**src/rtl/pulse_stretcher.sv**
```systemverilog
// Stretches single-cycle requests on din into WIDTH-cycle high bursts on dout,
// separated by at least GAP low cycles; overlapping requests queue in a saturating counter.
module pulse_stretcher #(
  parameter int WIDTH  = 4,
  parameter int GAP    = 1,
  parameter int PEND_W = 4
) (
  input  logic              clk,
  input  logic              resetn,
  input  logic              din,
  output logic              dout,
  output logic              busy,
  output logic [PEND_W-1:0] pending,
  output logic              overflow
);

  localparam int MAX_WG = (WIDTH > GAP) ? WIDTH : GAP;
  localparam int CNT_W  = (MAX_WG > 1) ? $clog2(MAX_WG) : 1;

  localparam logic [CNT_W-1:0]  HIGH_LOAD = CNT_W'(WIDTH - 1);
  localparam logic [CNT_W-1:0]  GAP_LOAD  = CNT_W'(GAP - 1);
  localparam logic [CNT_W-1:0]  CNT_ONE   = CNT_W'(1);
  localparam logic [PEND_W-1:0] PEND_ONE  = PEND_W'(1);
  localparam logic [PEND_W-1:0] PEND_MAX  = '1;

  typedef enum logic [1:0] {
    ST_IDLE = 2'd0,
    ST_HIGH = 2'd1,
    ST_GAP  = 2'd2
  } state_t;

  state_t             state, state_next;
  logic [CNT_W-1:0]   cnt, cnt_next;
  logic [PEND_W-1:0]  pend_next;
  logic               ovf_next;
  logic               take_pend;
  logic               take_din;
  logic               queue_din;

  // Returns {dropped, next_count}. A simultaneous consume and enqueue cancel,
  // so a full counter only drops when nothing is leaving it that cycle.
  function automatic logic [PEND_W:0] pend_update(
    input logic [PEND_W-1:0] cur,
    input logic              take,
    input logic              queue
  );
    logic [PEND_W:0] res;
    res = {1'b0, cur};
    if (take && !queue) begin
      res = {1'b0, cur - PEND_ONE};
    end else if (!take && queue) begin
      if (cur == PEND_MAX) res = {1'b1, cur};
      else                 res = {1'b0, cur + PEND_ONE};
    end
    return res;
  endfunction

  always_comb begin
    state_next = state;
    cnt_next   = cnt;
    take_pend  = 1'b0;
    take_din   = 1'b0;
    case (state)
      ST_IDLE: begin
        if (din) begin
          state_next = ST_HIGH;
          cnt_next   = HIGH_LOAD;
          take_din   = 1'b1;
        end
      end
      ST_HIGH: begin
        if (cnt != '0) begin
          cnt_next = cnt - CNT_ONE;
        end else begin
          state_next = ST_GAP;
          cnt_next   = GAP_LOAD;
        end
      end
      ST_GAP: begin
        if (cnt != '0) begin
          cnt_next = cnt - CNT_ONE;
        end else if (pending != '0 || din) begin
          // Queued requests are older, so they go first; din then queues behind them.
          state_next = ST_HIGH;
          cnt_next   = HIGH_LOAD;
          take_pend  = (pending != '0);
          take_din   = (pending == '0);
        end else begin
          state_next = ST_IDLE;
        end
      end
      default: begin
        state_next = ST_IDLE;
        cnt_next   = '0;
      end
    endcase
    queue_din             = din && !take_din;
    {ovf_next, pend_next} = pend_update(pending, take_pend, queue_din);
  end

  always_ff @(posedge clk) begin
    if (!resetn) begin
      state    <= ST_IDLE;
      cnt      <= '0;
      dout     <= 1'b0;
      pending  <= '0;
      overflow <= 1'b0;
    end else begin
      state    <= state_next;
      cnt      <= cnt_next;
      dout     <= (state_next == ST_HIGH);
      pending  <= pend_next;
      overflow <= ovf_next;
    end
  end

  assign busy = (state != ST_IDLE);

endmodule

```
**config.mk**
```make
export PLATFORM = sky130hd
export DESIGN_NAME = pulse_stretcher
export DESIGN_NICKNAME = d
export VERILOG_FILES = /design/src/rtl/pulse_stretcher.sv
export SDC_FILE = /design/constraint.sdc
export NUM_CORES = 1
export LEC_CHECK = 0
export ABC_AREA = 1
export BUFFER_PORTS_ARGS = -buffer_cell sky130_fd_sc_hd__buf_2
export CORE_AREA = 2 2 39 41
export DETAILED_ROUTE_END_ITERATION = 8
export DIE_AREA = 0 0 41 43
export GPL_TIMING_DRIVEN = 0
export PLACE_DENSITY = 0.73
export SYNTH_ARGS = -nofsm -noshare
export SYNTH_HDL_FRONTEND = slang
export SYNTH_SLANG_ARGS = --single-unit
```
**constraint.sdc**
```tcl
create_clock -name clk -period 4.7 [get_ports clk]
set_input_delay 0.47 -clock clk [delete_from_list [all_inputs] [get_ports clk]]
set_output_delay 0.47 -clock clk [all_outputs]
set_load 0.05 [all_outputs]
```
======== Yosys cells after proc, flatten, opt, wreduce, memory -nomap -nowiden ========
Index checks and enable logic that the tools add are counted.
storage, ports and cells
  word-level logic and storage cells ...... 53
  output and inout bits ................... 7
  flip-flop bits (word level) ............. 10
  input bits .............................. 3
operators by class
  reductions and logical operators ........ 16
  mux-type cells .......................... 20
  equal/unequal tests ..................... 7
  add/subtract/negate cells ............... 3
  bitwise gates (word level) .............. 2
operators with widths
  cell                 number
  $mux 2               7
  $pmux 2 s3           2
  $mux 4               2
  $mux 1               7
  $reduce_bool 2->1    3
  $mux 5               1
  $add 4x1->4 const B  1
  $eq 2x1->1 const B   2
  $eq 4x4->1 const B   1
  $logic_not 4->1      1
  $ne 2x2->1 const B   2
  $reduce_and 2->1     2
  $reduce_bool 4->1    1
  $sub 4x1->4 const B  1
  $logic_and 1x1->1    3
  $logic_not 1->1      3
  $ne 3x3->1 const B   1
  $reduce_or 3->1      1
  $eq 2x2->1 const B   1
  $logic_not 2->1      1
  $not 1->1            2
  $pmux 1 s2           1
  $sub 2x1->2 const B  1
  $logic_or 1x1->1     1

======== Longest topological paths before layout ========
Gate-level depths: netlist (run 1).
  word-level depth ........................ 11
  mapped depth ............................ 14
  mapped depth without buffers ............ 14

======== Least setup slack after synthesis (run 1) ========
OpenSTA, ideal clock, no wires.
  path kind ............................... register to register
  start ................................... reg pending[0]
  end ..................................... reg pending[2]
  setup time .............................. 0.110 ns
  arrival time ............................ 2.029 ns
  clock period less this slack ............ 2.138 ns
  setup slack ............................. 2.562 ns
  stages on the path, launching flop included .. 12
  buffers on the path ..................... 0
  data required time ...................... 4.590 ns
  cells stage by stage .................... dfxtp_1 inv_1 ha_1 nand3_2 nand2_1 inv_1 ha_1 nor2_2 nor2_2 nand3_1 nand2_1 nor2_2
on the way
  word-level cells in the longest chain between the ends .. 11
  elaborated cells on any way between the ends .. 24
  classes of those cells .................. add/sub (2); eq/ne (2); mux (9); reduce/logical (11)
ends and longest elaborated chain
  what                                                              line    RTL
  from (decl)                                                       13      output logic [PEND_W-1:0] pending,
  from (signal assigned)                                            112     pending <= pend_next;
  $reduce_bool 4->1                                                 82, 86
  $logic_or 1x1->1                                                  82      end else if (pending != '0 || din) begin
  $mux 1                                                            82
  $mux 1                                                            80      if (cnt != '0) begin
  $pmux 1 s2                                                        63      case (state)
  $logic_not 1->1                                                   97      queue_din = din && !take_din;
  $logic_and 1x1->1                                                 97
  $logic_not 1->1                                                   49      if (take && !queue) begin
  $logic_and 1x1->1                                                 49
  $ne 2x2->1 (no source line) or $reduce_bool 2->1 (tied branches)  --
  $reduce_and 2->1 (no source line)                                 --
Several ways; a longest one is shown, not always the timed one. The select of a mux whose other input is x is not followed.
A chain may end at the register's enable or synchronous reset.

======== Worst setup path after layout (run 1) ========
  start ................................... reg pending[0]
  end ..................................... reg pending[0]
The elaborated chain is that of the path after synthesis.

==> impl.org, run 1 <==
** Status
- Outcome :: finished, final reports clean

** Clock tree
- Counting along the longest clock path gives a buffer depth of 2.
- Number of sinks on the clock net :: 10
- The number of gates resized after CTS was 0.
- At the later pin of the worst-skew pair, clock insertion delay measures 0.27 ns.
- Number of buffers inserted for hold repair after clock tree synthesis :: 0
- Clock-pin slew was measured on the worst setup and hold paths at 0.06 ns.
- Buffers inserted during clock tree synthesis total 3.
- CTS placed an instance of clkbuf_4 at the clock tree root.
- H-tree lvl count :: 1
- Post CTS Setup Buffer Count :: 0
- CTS tree :: done

** Die
- After floorplanning, the core was sized to cover 1380 µm².
- The floorplan step defined a die boundary enclosing 1760 µm².
- The floorplan has 14 rows.
- The die is 41 µm wide.
- Number of top-level design ports :: 10
- Die Span Y :: 43 µm
- Starting Density :: 0.496

** Yosys
- Syn_area_per_cell :: 6.87 µm²
- For this run, the number of Yosys warnings is 0.
- The share of the Yosys chip area taken by registers is 0.291.
- Synthesized flop and latch total :: 10
- Synthesis produced a netlist with a net count of 111.
- The cell count after synthesis came out at 100.
- Post-Syn Area :: 687 µm²
- Number of library cell types mapped by synthesis :: 19

** Global routing
- Entering global routing, the biggest net connects 8 pins.
- Antenna violations before repair :: 0
- Wire length of the first global-routing pass :: 2.17 mm
- Overflow left after global routing :: 0
- The via count of the first global-routing pass is 555.
- In the global route stage, overall resource usage came out at 0.181.

** STA
- The number of hold-slack violations in the final timing report was 0.
- F_max :: 503 MHz
- Share of the cycle needed by the critical path after routing :: 0.423
- Unrepaired setup endpoints after global routing :: no
- The worst pin sits at a relative slew slack of 0.834.
- Worst-margin pin slew :: 0.249 ns
- Final setup violation count :: 0
- Setup slack on the critical path of the routed design comes to 2.71 ns.
- Adding up every negative setup slack in the final design gives 0 ns.
- Final Slew Violations :: 0
- Subtracting the final worst setup slack from the clock period gives 1.99 ns.
- Setup clock skew after layout :: 0.00627 ns

** Final layout
- Number of nets at the end of the flow :: 125
- Layout cell share with drive strength beyond 1 :: 0.195
- Register area :: 200 µm²
- The number of antenna diodes in the final layout is 0.
- The filler cells instantiated in the layout total 138.
- Area occupied by multi-input gates :: 415 µm²
- Compared with the post-synthesis result, the final layout area differs by 14.8%.

** Routing
- In this run, the number of DRC markers left after iteration 0 of detailed routing was 7.
- In this run the remaining antenna-violating nets after routing total 0.
- Detailed routing inserted a total of 649 vias.
- The first detailed-routing pass ran for 4 iterations.
- # DRC :: 0
- Average wire per cell in the routed design :: 9.88 µm
- DRT Wirelength :: 1.27 mm
- DR vias/cell :: 5.03

** Pwr
- Ratio of total power to cell area :: 467 nW/µm²
- Summed over all cells, the static leakage comes to 0.422 nW.
- VDD sags by at most 0.000249 V.

** Worst setup path
- Arrival time at the worst endpoint :: 2.19 ns
- The setup path with the least slack is of type flop to flop.
- Critical path launch point type :: flop
- Largest fanout on the critical path :: 6
- Data on the critical path is required at its endpoint by 4.90 ns.
- The worst setup path is captured at a flop.

** Place
- Worst setup timing slack at the placement stage :: 2.72 ns
- Count of input and output buffers :: 9
- Routability-driven placement finished with a final weighted congestion of 0.780.
- After legalization and detailed placement, the total HPWL measured 1.03 mm.

** Run
- Count of maximum capacitance violations :: 0

** Min path
- Classification of the worst-slack hold path :: input pin to flop
layout make-up:
cell class / instances / share of cell area
Tap cell: 16 / 0.0254
Inverter: 19 / 0.0905
Timing Repair Buffer: 9 / 0.0571
Sequential cell: 10 / 0.254
Multi-Input combinational cell: 71 / 0.527
Clock buffer: 4 / 0.0460
worst max-delay path, stage by stage, from the launching register on:
cell	delay [ns]
dfxtp_1	0.44
inv_1	0.13
ha_1	0.26
nand3_2	0.09
nand2_1	0.11
inv_1	0.10
ha_1	0.30
nor2_2	0.07
nor2_2	0.19
nand3_1	0.12
a21oi_2	0.12
sequential cells by signal, indices dropped and copies added, names as in the netlist:
register and count:
pending 4, cnt 2, state 2, dout 1, overflow 1
path summary, 6_finish.rpt:
path,from,slack [ns],cells past startpoint,to
setup reg to reg,pending[0],2.71,10,pending[0]
hold reg to reg,cnt[0],0.49,2,cnt[0]
setup / recovery,pending[0],2.71,10,pending[0]
hold / removal,resetn,0.48,3,overflow
per-stage QoR:
step	util	total power [mW]	area (µm²)	instances	hold slack, ns
after floorplan	-	0.261	687	100	0.455
after global placement	0.543	0.292	752	125	0.478
after detailed placement	0.543	0.295	752	125	0.486
after CTS	0.570	0.373	788	129	0.472
after global routing	0.570	0.401	788	129	0.480
final	0.570	0.368	788	129	0.484
cells in the final DEF (no fill, tap or decap):
| cell type | Yosys | final |
|---|---|---|
| ha_1 | 8 | 8 |
| nand2_1 | 23 | 23 |
| nand4_1 | 2 | 2 |
| inv_2 | 1 | 1 |
| a21oi_1 | 3 | 3 |
| inv_1 | 18 | 18 |
| nand3_2 | 3 | 3 |
| dfxtp_1 | 10 | 10 |
| o21ai_0 | 5 | 5 |
| a31oi_1 | 2 | 2 |
| o21ai_1 | 1 | 1 |
| nand3_1 | 7 | 7 |
| xor2_1 | 1 | 1 |
| or2_1 | 1 | 1 |
| clkbuf_8 | 0 | 1 |
| nor2_1 | 8 | 8 |
| nor2_2 | 4 | 4 |
| buf_2 | 0 | 9 |
| o21bai_1 | 1 | 1 |
| clkbuf_4 | 0 | 3 |
| a211oi_1 | 1 | 1 |
| a21oi_2 | 1 | 1 |
synth_stat cells:
master	count	area, µm²
o21bai_1	1	7.51
xor2_1	1	8.76
a21oi_1	3	15.0
inv_1	18	67.6
dfxtp_1	10	200
inv_2	1	3.75
a31oi_1	2	12.5
a211oi_1	1	7.51
o21ai_1	1	5.00
ha_1	8	100
o21ai_0	5	25.0
nand3_1	7	35.0
a21oi_2	1	8.76
nand2_1	23	86.3
nand4_1	2	12.5
nor2_1	8	30.0
or2_1	1	6.26
nor2_2	4	25.0
nand3_2	3	30.0
per-layer routing:
layer  share of wire  track usage  vias to the layer above
met2            0.50        0.291                       10
met5               0            0                        -
met4               0       0.0400                        0
li1                -            -                      341
met1            0.44        0.199                      298
met3           0.057       0.0995                        0
where the power goes:
part / internal, mW / switching [mW]
clock: 0.0470 / 0.0295
sequential: 0.102 / 0.0191
combinational: 0.0537 / 0.117
total: 0.203 / 0.166
logic make-up (layout without fill, tap and decap cells):
logic type | count (synthesis) | count (layout) | synth area share
and+or+nand+nor | 48 | 48 | 0.328
buffers and inverters | 19 | 32 | 0.104
AOI/OAI and AO/OA | 14 | 14 | 0.118
DFF | 10 | 10 | 0.291
adders and majority gates | 8 | 8 | 0.146
xor gates and xnor gates | 1 | 1 | 0.0128
Power figures use the tool's default switching activity.
==> run 2, diff against run 1 <==
Settings changed: CORE_AREA 2 2 39 41 to default, CORE_UTILIZATION from default to 48, DIE_AREA 0 0 41 43 to default, PLACE_DENSITY 0.73 to 0.72.
Clock period 4.7 ns to 1.7 ns, I/O delays scaled along.
==> run 2 against run 1 <==
Maximum frequency grew 22%. Cell area up 12%. Register-to-register slack lost 2.6 ns. Power grew to 3.1 times the previous value. Sequential power rose to 2.9 times the previous value. Clock power grew to 2.8 times the previous value. Cell count rose by 0.78%. Critical path depth is the same. Sequential share of layout area down 1.4 points. Routed wire length increased by 15%. Via count up 1.7%. Critical path type unchanged.
==> impl.org, run 2 (synthesis gave the netlist of run 1 again) <==
** Status
- Outcome: finished, final reports clean (unchanged).

** Worst setup path
- Cell occurring most often along the worst timing path :: ha_4
- The launching instance or port of the critical path is cnt[1] (was pending[0]).
- The delay contributed by the slowest stage of the critical path came to 0.36 ns (was 0.44 ns).
- Critical path data required time :: 1.86 ns (was 4.90 ns)
- The nature of the critical path endpoint is a flop (unchanged).
- Launch point of the worst reg-to-reg path :: cnt[1] (was pending[0])
- The kind of cell adding the most delay to the critical path was adder cells (was simple AND/OR/NAND/NOR gates).
- Critical path launch point type :: flop (unchanged)
- The total buffers and inverters traversed by the critical path is 2 (unchanged).
- List of cells traversed by the critical path :: inv_2, ha_4, inv_4, nor2_4, nand4_1, nand3_2, ha_4, o21bai_2, o21ai_1, nor2_1 (was inv_1, ha_1, nand3_2, nand2_1, inv_1, ha_1, nor2_2, nor2_2, nand3_1, a21oi_2)
- The critical path arrival is 1.79 ns (was 2.19 ns).
- The path type of the worst setup path is flop to flop (unchanged).
- The critical path's slowest cell is dfxtp_2 (was dfxtp_1).
- The maximum fanout along the worst path was 4 (was 6).

** Place
- The cell count after placement came to 124 (was 125).
- Placed Instance Area :: 773 µm² (was 752 µm²)
- RD Place Congestion :: 0.744 (was 0.780)
- Worst setup timing slack at the placement stage :: -0.178 ns (was 2.72 ns)
- The detailed placement HPWL came to 1.11 mm (was 1.03 mm).
- Count of input and output buffers :: 9 (unchanged)

** Routing
- Via count :: 660 (was 649)
- Final antenna-violating net count :: 0 (unchanged)
- The total wirelength of the detailed-routed design was 1.47 mm (was 1.27 mm).
- The per-cell routed wire length came to 11.3 µm (was 9.88 µm).
- Violation count after the first detailed-routing iteration :: 17 (was 7)
- The post-detailed-route DRC marker count is 0 (unchanged).
- DR vias/cell :: 5.08 (was 5.03)
- The first-pass iteration count of the detailed router is 4 (unchanged).

** STA
- The clock skew was 0.00456 ns (was 0.00627 ns).
- The maximum operating frequency came to 613 MHz (was 503 MHz).
- Final-layout setup total negative slack :: 0 ns (unchanged)
- The final number of setup-violating endpoints came to 0 (unchanged).
- The period utilization was 0.959 (was 0.423).
- The relative slew slack was 0.834 (about the same).
- Smallest setup slack after layout :: 0.0699 ns (was 2.71 ns)
- The final number of max-transition violations came to 0 (unchanged).
- The number of hold-slack violations in the final timing report came to 0 (unchanged).
- The pin slew with the least headroom to its limit came to 0.250 ns (was 0.249 ns).
- Shortest clock period the worst path allows after layout :: 1.63 ns (was 1.99 ns)
- Unrepaired setup endpoints after global routing :: yes (was no)
- Hold Slack :: 0.176 ns (was 0.484 ns)

** Die
- The starting density of the core is 0.521 (was 0.496).
- Number of top-level design ports :: 10 (unchanged)
- The area of the die came to 1590 µm² (was 1760 µm²).
- The die span in y came to 39.8 µm (was 43 µm).
- Placeable core region :: 1320 µm² (was 1380 µm²)
- Die W :: 39.8 µm (was 41 µm)
- FP Rows :: 13 (was 14)

** Final layout
- The antenna diode count is 0 (unchanged).
- The area of combinational cells with multiple inputs was 484 µm² (was 415 µm²).
- The fill cell total of the finished layout came to 129 (was 138).
- The final cell utilization of the core came to 0.672 (was 0.570).
- Registers with the most flip-flops :: pending (4), cnt (2), state (2) (unchanged)
- Synth-to-layout area growth :: 29.0% (was 14.8%)
- Most common library cell in the layout ignoring fill and taps :: nand2_1 (unchanged)
- Register area :: 213 µm² (was 200 µm²)
- The non-filler instance count after layout is 130 (was 129).
- Most flop-heavy register :: pending (unchanged)
- The final-stage net count was 127 (was 125).
- Most frequent cells in the layout: nand2_1 (21), inv_1 (12), buf_2 (9) (was nand2_1 (23), inv_1 (18), dfxtp_1 (10)).
- The flip-flop count of the largest register after layout came to 4 (unchanged).
- Layout cell share with drive strength beyond 1 :: 0.383 (was 0.195)
- The final instance area came to 886 µm² (was 788 µm²).

** Global routing
- Overall track demand over capacity in global routing :: 0.222 (was 0.181)
- Largest net degree at the start of global routing :: 8 (unchanged)
- Overflow left after global routing :: 0 (unchanged)
- Number of global-route vias before repair :: 582 (was 555)
- The first-pass GRT wire length was 2.29 mm (was 2.17 mm).
- Antenna violations before repair :: 0 (unchanged)

** Clock tree
- The later-pin clock latency in the skew report was 0.27 ns (about the same).
- The clock edge transition at the registers on the reported setup and hold paths came to 0.07 ns (was 0.06 ns).
- Total clock buffers created by CTS :: 3 (unchanged)
- The total clock sinks came to 10 (unchanged).
- The root cell of the clock tree was clkbuf_4 (unchanged).
- Number of buffers inserted for hold repair after clock tree synthesis :: 0 (unchanged)
- The buffer levels on the longest clock path came to 2 (unchanged).
- The number of levels the H-tree was split into is 1 (unchanged).
- CTS tree :: done (unchanged)

** Pwr
- The leakage power of the design was 0.439 nW (was 0.422 nW).
- The largest vdd supply drop is 0.000598 V (was 0.000249 V).
- Ratio of total power to cell area :: 1300 nW/µm² (was 467 nW/µm²)
- Final Power :: 1.15 mW (was 0.368 mW)

** Min path
- Classification of the worst-slack hold path :: input pin to flop (unchanged)
- Hold path startpoint :: resetn (unchanged)

** Run
- Count of maximum capacitance violations :: 0 (unchanged)
## run 2: path summary, 6_finish.rpt
path                                   end  slack (ns)  cells after the start
worst max register to register  pending[1]        0.07                     10
worst min register to register      cnt[0]        0.50                      2
worst max-delay path            pending[1]        0.07                     10
worst min-delay path                cnt[1]        0.18                      3
## run 2: power by group
part / switching (mW) / internal (mW) / total [mW]
clock: 0.0871 / 0.130 / 0.217
combinational: 0.374 / 0.210 / 0.585
sequential: 0.0545 / 0.292 / 0.347
total: 0.516 / 0.633 / 1.15
## run 2: routing by layer
| layer | vias up | wire [µm] | track usage |
|---|---|---|---|
| met3 | 2 | 20 | 0.0341 |
| li1 | 351 | - | - |
| met1 | 298 | 678 | 0.251 |
| met4 | 0 | 10 | 0.103 |
| met2 | 9 | 757 | 0.398 |
| met5 | - | 0 | 0 |
## run 2: cell type report
| cell class | instances | share of cell area |
|---|---|---|
| tap | 15 | 0.0212 |
| sequential | 10 | 0.240 |
| multi-input combinational | 71 | 0.547 |
| timing repair buffer | 11 | 0.0678 |
| clock buffer | 4 | 0.0410 |
| inverter | 19 | 0.0833 |
## run 2: worst register-to-register path: cells and delay by family, from the launching register on
family / cells / cell delay, ns
flip-flops: 1 / 0.36
buffers and inverters: 2 / 0.12
AO/OA/AOI/OAI: 2 / 0.32
AND/OR/NAND/NOR: 4 / 0.29
adder cells (fa/ha/maj): 2 / 0.44
## run 2: what timing repair did
item | 4_1_cts | 5_1_grt
setup endpoints to repair | 4 | 4
pin swaps | 1 | 8
buffers inserted | 1 | 1
resized for setup | 7 | 11
==> run 3, diff against run 2 <==
Settings changed: SETUP_SLACK_MARGIN from default to 0.4.
==> run 3 against run 2 <==
Non-clock buffer count up 13. Count of clock-buffer cells in the layout stayed put. Worst hold slack gained 0.0068 ns. Critical path type unchanged.
==> impl.org, run 3 (synthesis gave the netlist of run 1 again) <==
** Worst setup path
- The kind of cell adding the most delay to the critical path is simple AND/OR/NAND/NOR gates (was adder cells).
- Launch point of the worst reg-to-reg path :: cnt[0] (was cnt[1])
- Critical path data required time :: 1.86 ns (about the same)
- The launching instance or port of the critical path is cnt[0] (was cnt[1]).
- Register-to-Register Setup Slack :: 0.10 ns (was 0.07 ns)
- The total buffers and inverters traversed by the critical path came to 3 (was 2).
- Critical path launch point type :: flop (unchanged)
- The delay contributed by the slowest stage of the critical path was 0.33 ns (was 0.36 ns).
- Category of the most critical setup path :: flop to flop (unchanged)
- The critical path arrival was 1.76 ns (was 1.79 ns).
- The nature of the critical path endpoint was a flop (unchanged).
- The critical path's slowest cell is dfxtp_2 (unchanged).
- List of cells traversed by the critical path: inv_2, ha_4, inv_4, nor2_4, nand4_1, nand3_2, ha_4, nor2_2, nor2_4, buf_4, nor2_1, nor2_1 (was inv_2, ha_4, inv_4, nor2_4, nand4_1, nand3_2, ha_4, o21bai_2, o21ai_1, nor2_1).
- The maximum fanout along the worst path came to 5 (was 4).

** Routing
- Drt first pass iters :: 4 (unchanged)
- The detailed router's first-iteration violation count is 19 (was 17).
- The post-detailed-route DRC marker count came to 0 (unchanged).
- The number of nets with antenna violations after routing is 0 (unchanged).
- DRT Wirelength :: 1.69 mm (was 1.47 mm)
- Via count :: 733 (was 660)
- Average wire per cell in the routed design :: 11.8 µm (was 11.3 µm)
- DR vias/cell :: 5.13 (was 5.08)

** Final layout
- The signed area change from the synthesized netlist to the final layout was 46.6% (was 29.0%).
- Count of placed standard cells in the final layout, fillers left out :: 143 (was 130)
- Number of antenna repair diodes :: 0 (unchanged)
- Most common library cell in the layout ignoring fill and taps :: nand2_1 (unchanged)
- Max reg flops :: 4 (unchanged)
- Post-layout instance area :: 1010 µm² (was 886 µm²)
- Most frequent cells in the layout: nand2_1 (21), buf_4 (13), inv_1 (12) (was nand2_1 (21), inv_1 (12), buf_2 (9)).
- The final-stage net count was 140 (was 127).
- Layout cell share with drive strength beyond 1 :: 0.469 (was 0.383)
- Registers with the most flip-flops :: pending (4), cnt (2), state (2) (unchanged)
- Post-layout util :: 0.764 (was 0.672)
- The register with the most flip-flops is pending (unchanged).

** Status
- Outcome :: finished, final reports clean (unchanged)

** Pwr
- The power per cell area was 1290 nW/µm² (was 1300 nW/µm²).
- The leakage power of the design is 0.503 nW (was 0.439 nW).
- The total power consumption of the routed design was 1.30 mW (was 1.15 mW).
- The largest vdd supply drop was 0.000647 V (was 0.000598 V).

** Die
- The number of top-level design ports was 10 (unchanged).
- Placeable core region :: 1320 µm² (unchanged)
- FP Rows :: 13 (unchanged)
- The area of the die is 1590 µm² (unchanged).
- Die W :: 39.8 µm (unchanged)
- The starting density of the core is 0.521 (unchanged).
- Die Span Y :: 39.8 µm (unchanged)

** Global routing
- Wire length of the first global-routing pass :: 2.54 mm (was 2.29 mm)
- Antenna violations before repair :: 0 (unchanged)
- The sum of overflow across all layers after global routing is 0 (unchanged).
- The via count of the first global-routing pass was 630 (was 582).
- Overall track demand over capacity in global routing :: 0.241 (was 0.222)
- Largest net degree at the start of global routing :: 8 (unchanged)

** Run
- Count of maximum capacitance violations :: 0 (unchanged)

** Clock tree
- Number of buffers inserted for hold repair after clock tree synthesis :: 0 (unchanged)
- The number of buffers created by CTS came to 3 (unchanged).
- H-tree lvl count :: 1 (unchanged)
- CTS tree :: done (unchanged)
- The buffer levels on the longest clock path is 2 (unchanged).
- Root Buffer :: clkbuf_4 (unchanged)
- The total clock sinks came to 10 (unchanged).
- Latest clock arrival within the worst-skew pair :: 0.26 ns (was 0.27 ns)
- Clock transition time at the flip-flop clock pins of the worst setup and hold paths :: 0.08 ns (was 0.07 ns)

** STA
- F_max :: 626 MHz (was 613 MHz)
- The final setup slack of the worst path came to 0.103 ns (was 0.0699 ns).
- The clock skew came to 0.00833 ns (was 0.00456 ns).
- The pin slew with the least headroom to its limit came to 0.255 ns (was 0.250 ns).
- Final Slew Violations :: 0 (unchanged)
- Unrepaired setup endpoints after global routing: yes (unchanged).
- The period utilization is 0.939 (was 0.959).
- The relative slew slack was 0.831 (was 0.834).
- The final number of setup-violating endpoints is 0 (unchanged).
- The shortest clock period the worst path allows after layout is 1.60 ns (was 1.63 ns).
- The number of hold-slack violations in the final timing report came to 0 (unchanged).

** Place
- Worst setup timing slack at the placement stage :: -0.00483 ns (was -0.178 ns)
- The cell count after placement is 124 (unchanged).
- Count of input and output buffers :: 9 (unchanged)
- Placed Instance Area :: 826 µm² (was 773 µm²)
- HPWL after DPL :: 1.06 mm (was 1.11 mm)
- RD Place Congestion :: 0.802 (was 0.744)

** Min path
- The hold path startpoint is resetn (unchanged).
- Classification of the worst-slack hold path :: input pin to flop (unchanged)
-- run 3: metrics by stage --
| stage | hold slack (ns) | TNS [ns] |
|---|---|---|
| 2_1_floorplan | 0.295 | 0 |
| 3_3_place_gp | 0.458 | 0 |
| 3_5_place_dp | 0.463 | -0.00483 |
| 4_1_cts | 0.178 | 0 |
| 5_1_grt | 0.185 | 0 |
| 6_report | 0.183 | 0 |
-- run 3: metal layers --
metal,part of all wire,wire (µm),vias up,global-route usage
met1,0.49,832,344,0.317
met4,0.0095,16,0,0.121
met3,0.027,45,4,0.0455
met5,0,0,-,0
li1,-,-,375,-
met2,0.47,791,10,0.365
-- run 3: report_power, final --
| group | leakage [nW] | total [mW] | switching, mW | internal (mW) |
|---|---|---|---|---|
| Clock | 0.0150 | 0.177 | 0.0864 | 0.0906 |
| Sequential | 0.0863 | 0.343 | 0.0481 | 0.295 |
| Combinational | 0.402 | 0.778 | 0.448 | 0.330 |
| Total | 0.503 | 1.30 | 0.582 | 0.715 |
-- run 3: tightest hold or removal path, cell delays in order --
cell and delay, ns:
buf_2 0.13, nand2_1 0.07, nor2_1 0.04
-- run 3: worst paths after layout --
path,depth (start not counted),to
max,12,pending[1]
min,3,overflow
max reg2reg,12,pending[1]
min reg2reg,3,cnt[0]
-- run 3: cell type report --
cell class,count,area [µm²]
multi-input combinational,71,494
fill,96,310
inverter,19,76.3
tap,15,18.8
sequential,10,220
timing repair buffer,24,171
clock buffer,4,26.3
-- run 3: what timing repair did --
action	4_1_cts	5_1_grt
pin swaps	9	10
setup endpoints to repair	5	10
resized for setup	5	11
buffers inserted	10	5
